--- config.mk ---
export PLATFORM = sky130hd
export DESIGN_NAME = mem_responder
export DESIGN_NICKNAME = d
export VERILOG_FILES = /design/src/rtl/mem_pkg.sv /design/src/rtl/mem_array.sv /design/src/rtl/mem_responder.sv
export SDC_FILE = /design/constraint.sdc
export NUM_CORES = 2
export LEC_CHECK = 0
export BUFFER_PORTS_ARGS = -buffer_cell sky130_fd_sc_hd__buf_2
export CORE_ASPECT_RATIO = 0.75
export CORE_MARGIN = 4
export CORE_UTILIZATION = 57
export DETAILED_ROUTE_END_ITERATION = 7
export GPL_TIMING_DRIVEN = 0
export HOLD_SLACK_MARGIN = 0.15
export PLACE_DENSITY = 0.73
export SYNTH_ARGS = -nofsm -noshare
export SYNTH_HDL_FRONTEND = slang
export SYNTH_HIERARCHICAL = 1
export SYNTH_SLANG_ARGS = --single-unit
--- constraint.sdc ---
create_clock -name clk -period 12 [get_ports clk]
set_input_delay 1.8 -clock clk [delete_from_list [all_inputs] [get_ports clk]]
set_output_delay 1.8 -clock clk [all_outputs]
set_load 0.005 [all_outputs]
--- src/rtl/mem_pkg.sv ---
// Shared definitions for the memory responder: widths, depth, FSM states.
// Imported by mem_array and mem_responder.
package mem_pkg;
  localparam int ADDR_W = 8;
  localparam int DATA_W = 16;
  localparam int DEPTH  = 256;

  typedef enum logic [1:0] {
    IDLE,
    WAIT,
    ACCESS,
    RESP
  } state_t;
endpackage

--- src/rtl/mem_array.sv ---
// Synchronous single-port 256x16 word store, registered read data.
// Ports: clk, we, addr, wdata in; rdata out. Contents have no reset.
module mem_array
  import mem_pkg::*;
(
  input  logic              clk,
  input  logic              we,
  input  logic [ADDR_W-1:0] addr,
  input  logic [DATA_W-1:0] wdata,
  output logic [DATA_W-1:0] rdata
);

  logic [DATA_W-1:0] mem [DEPTH];

  always_ff @(posedge clk) begin
    if (we) mem[addr] <= wdata;
    rdata <= mem[addr];
  end

endmodule

--- src/rtl/mem_responder.sv ---
// Request/response front end for a 256x16 memory with optional waits.
// Ports: clk, rst (async high), req_* handshake in, rsp_* handshake out.
// Macro MEM_WAIT_STATES_EN compiles in the WAIT state and its counter.
module mem_responder
  import mem_pkg::*;
#(
  parameter int WAIT_CYCLES = 2
) (
  input  logic              clk,
  input  logic              rst,
  input  logic              req_valid,
  output logic              req_ready,
  input  logic              req_we,
  input  logic [ADDR_W-1:0] req_addr,
  input  logic [DATA_W-1:0] req_wdata,
  output logic              rsp_valid,
  input  logic              rsp_ready,
  output logic [DATA_W-1:0] rsp_rdata,
  output logic              rsp_we
);

  state_t state;
  state_t next;

  logic              we_q;
  logic [ADDR_W-1:0] addr_q;
  logic [DATA_W-1:0] wdata_q;
  logic              mem_we;
  logic [DATA_W-1:0] mem_rdata;
  logic              accept;

  assign accept = (state == IDLE) && req_valid;

`ifdef MEM_WAIT_STATES_EN
  localparam bit USE_WAIT = (WAIT_CYCLES > 0);

  logic [3:0] cnt;

  always_ff @(posedge clk or posedge rst) begin
    if (rst) begin
      cnt <= 4'd0;
    end else if (accept) begin
      cnt <= USE_WAIT ? 4'(WAIT_CYCLES - 1) : 4'd0;
    end else if (state == WAIT && cnt != 4'd0) begin
      cnt <= cnt - 4'd1;
    end
  end
`else
  localparam bit USE_WAIT = 1'b0;
`endif

  always_ff @(posedge clk or posedge rst) begin
    if (rst) state <= IDLE;
    else     state <= next;
  end

  always_comb begin
    next = state;
    unique case (state)
      IDLE:   if (req_valid) next = USE_WAIT ? WAIT : ACCESS;
`ifdef MEM_WAIT_STATES_EN
      WAIT:   if (cnt == 4'd0) next = ACCESS;
`endif
      ACCESS: next = RESP;
      RESP:   if (rsp_ready) next = IDLE;
      default: next = IDLE;
    endcase
  end

  always_comb begin
    req_ready = 1'b0;
    rsp_valid = 1'b0;
    mem_we    = 1'b0;
    unique case (state)
      IDLE:   req_ready = 1'b1;
      ACCESS: mem_we    = we_q;
      RESP:   rsp_valid = 1'b1;
      default: ;
    endcase
    // Array output is the word read at the ACCESS edge; addr_q is
    // frozen through RESP so it keeps re-reading the same word.
    rsp_rdata = '0;
    if (rsp_valid) rsp_rdata = we_q ? wdata_q : mem_rdata;
    rsp_we = rsp_valid & we_q;
  end

  always_ff @(posedge clk or posedge rst) begin
    if (rst) begin
      we_q    <= 1'b0;
      addr_q  <= '0;
      wdata_q <= '0;
    end else if (accept) begin
      we_q    <= req_we;
      addr_q  <= req_addr;
      wdata_q <= req_wdata;
    end
  end

  mem_array u_array (
    .clk   (clk),
    .we    (mem_we),
    .addr  (addr_q),
    .wdata (wdata_q),
    .rdata (mem_rdata)
  );

endmodule
==> results.ini <==
[outcome]
status = finished with violations
violations = max-capacitance violations, max-slew violations

[critical_path]
cpMostUsedCell = clkbuf_1
endpoint_kind = flop
path_class = reg -> reg
path_cells = clkbuf_1, nor2b_1, clkbuf_1, clkbuf_2, clkbuf_1, nand3_1, clkbuf_2, buf_12, nor2_2
r2r_setup_slack_ns = 5.07
r2r.worst_path.cells = 9
cp-start-kind = flop
slowest_stage = clkbuf_2
crit_buf_inv = 6
required_ns = 12.49
crit_start = addr_q[3]
rr_startpoint = addr_q[3]
cp-endpoint = u_array/mem[72][6]
cp_max_fo = 16
timing.critical_path.arrival_ns = 7.41
critical_path.max_stage_delay_ns = 0.89
worst-path-stages = 9
timing.rr.end = u_array/mem[72][6]
cp_top_family = buffers and inverters

[synthesis]
yosysTopAreaCell = edfxtp_1
syn_inst = 6830
ys.warnings.count = 6
ys.flop_type = edfxtp_1
synth_edf_count = 4096
async_flop_share = 0.006523
yosysTopAreaCellShare = 0.7850
syn_nets = 6859
synth_seq_cells = 4139
yosysSeqAreaShare = 0.7913
syn_avg_cell_area_um2 = 22.94
netlist_area_mm2 = 0.1567
synth_cell_types = 29
yosys-top-cells-area = edfxtp_1 (78%), mux4_2 (15%), a22oi_1 (2.5%)

[die]
rows = 166
die_area_mm2 = 0.2834
core_area_mm2 = 0.2731
ios = 48
die_w_um = 613.4
start_util = 0.5737
die_y_um = 462.1

[job]
cap_violations = 7

[sta]
slew_headroom = -0.1123
layout_setup_ws_ns = 5.074
fin_skew_ns = 0.04666
max_freq_ghz = 0.1444
slew_violations = 15
worst_pin_slew_ns = 1.647
final.setup.tns_ns = 0
grt_setup_unrepaired = no
setup_viol = 0
period_minus_slack_ns = 6.926
period_share = 0.5772
hold_viol_final = 0

[clock_tree]
cts_root_buf = clkbuf_16
cts_buffer_depth = 4
ctsResizeCount = 0
clk_pin_slew_ns = 0.06
tritoncts = built
cts_sinks = 4139
htreeDepth = 5
insertion_delay_ns = 0.91
post-cts-setup-buffers = 0
cts_buffers = 370
cts_hold_buffers = 0

[min_path]
min_path_type = reg -> reg

[power]
p_leak_uw = 0.05473
power_frac_comb = 0.318
seqPwrFrac = 0.419
power_density_mw_per_mm2 = 250.1
p_sw_frac = 0.3403
p_clk_frac = 0.263
internal_power_uw = 29480
p_sw_uw = 15210
ir_drop_v = 0.0002460

[final_layout]
layout_commonest_cell = edfxtp_1
final_nets = 7528
layout-area-overhead-vs-synth_pct = 14.04
regArea_mm2 = 0.1241
mostFrequentLayoutCells = edfxtp_1 (4,096), mux4_2 (1,024), a22oi_1 (512)
drive_gt1_frac = 0.2963
filler_cell_count = 16690
multi_input_area_mm2 = 0.03157

[detailed_routing]
drc_errors = 0
wire_per_inst_um = 38.67
dr.first_iter.drc_count = 14620
wirelength_mm = 441.7
ant_nets = 0
vias = 81410
vias_per_cell = 7.128
first_pass_iters = 6

[grt]
track_usage = 0.3136
grt_pass1_wl_mm = 617.2
grt_overflow_total = 0
grt_max_degree = 93
antenna_found_initial = 33
grt_pass1_vias = 78690

[place]
io_buffers = 47
finalWeightedCongestion = 0.9904
dp_slack_ns = 5.592
hpwl_mm = 294.1

synth_stat cells, types with 2 or more instances:
master,count
inv_1,4
o41ai_1,64
mux4_2,1024
edfxtp_1,4096
clkbuf_1,250
nor2b_1,7
buf_4,17
nand3_1,13
a22oi_1,512
or2_2,2
dfxtp_1,16
nor3_1,30
buf_6,27
a21oi_1,257
and2_1,3
mux2i_1,16
nand4_1,16
nand2b_1,6
nor2_1,251
dfrtp_1,27
buf_1,54
mux2_2,24
buf_2,79
nand2_1,30
worst min-delay path by stage:
stage,start,to,cells past startpoint
6_report,addr_q[1],addr_q[1],1
5_1_grt,addr_q[1],addr_q[1],1
2_1_floorplan,addr_q[2],addr_q[2],1
3_3_place_gp,addr_q[0],addr_q[0],1
3_5_place_dp,addr_q[0],addr_q[0],1
4_1_cts,addr_q[1],addr_q[1],1
cell type report:
class,count,share of cell area
Sequential cell,4139,0.6942
Multi-Input combinational cell,2260,0.1767
Clock buffer,441,0.05473
Timing Repair Buffer,297,0.02603
Tap cell,3612,0.02529
Clock inverter,226,0.01155
Buffer,427,0.01123
Antenna cell,15,0.0002101
Inverter,4,0.00008402
worst register-to-register path, stage by stage (launching register included):
cell,delay (ns)
dfrtp_1,0.43
clkbuf_1,0.68
nor2b_1,0.22
clkbuf_1,0.78
clkbuf_2,0.89
clkbuf_1,0.71
nand3_1,0.86
clkbuf_2,0.68
buf_12,0.35
nor2_2,0.88
cells by family (layout without fill, tap and decap cells):
logic type	Yosys count	after routing	synth area share
compound gates	834	834	0.03636
other cells	0	15	0
mux	1065	1065	0.1500
flops	4139	4139	0.7913
buf+inv	431	1395	0.01266
simple gates	361	361	0.009662
power groups by stage:
stage	sequential (µW)	combinational, µW	clock, µW
6_report	18700	14200	11800
5_1_grt	18700	14600	12500
4_1_cts	18700	13800	11800
3_5_place_dp	19000	13700	0
3_3_place_gp	21900	10900	0
2_1_floorplan	20100	6750	0
flip-flops by register name, indices dropped and copies added, names as in the netlist:
register	cells
u_array/mem	4096
u_array/rdata	16
wdata_q	16
addr_q	8
state	2
we_q	1
stage by stage:
stage	cell area [µm²]	hold WS, ns	utilization	total power, µW	cells
3_5_place_dp	166800	0.5025	0.6106	32730	10740
6_report	178700	0.5413	0.6543	44690	11420
4_1_cts	178600	0.5421	0.6539	44390	11400
2_1_floorplan	156700	0.4752	-	26810	6830
5_1_grt	178700	0.5629	0.6542	45780	11410
3_3_place_gp	161400	0.5054	0.5911	32850	10490
metal layers:
layer,vias to the layer above,global-route usage,part of all wire
li1,30750,-,-
met1,42700,0.4413,0.34
met2,6925,0.4410,0.44
met3,1025,0.1114,0.16
met4,8,0.1558,0.061
met5,-,0,0.00012
No activity file was read; power rests on OpenSTA's default activity.
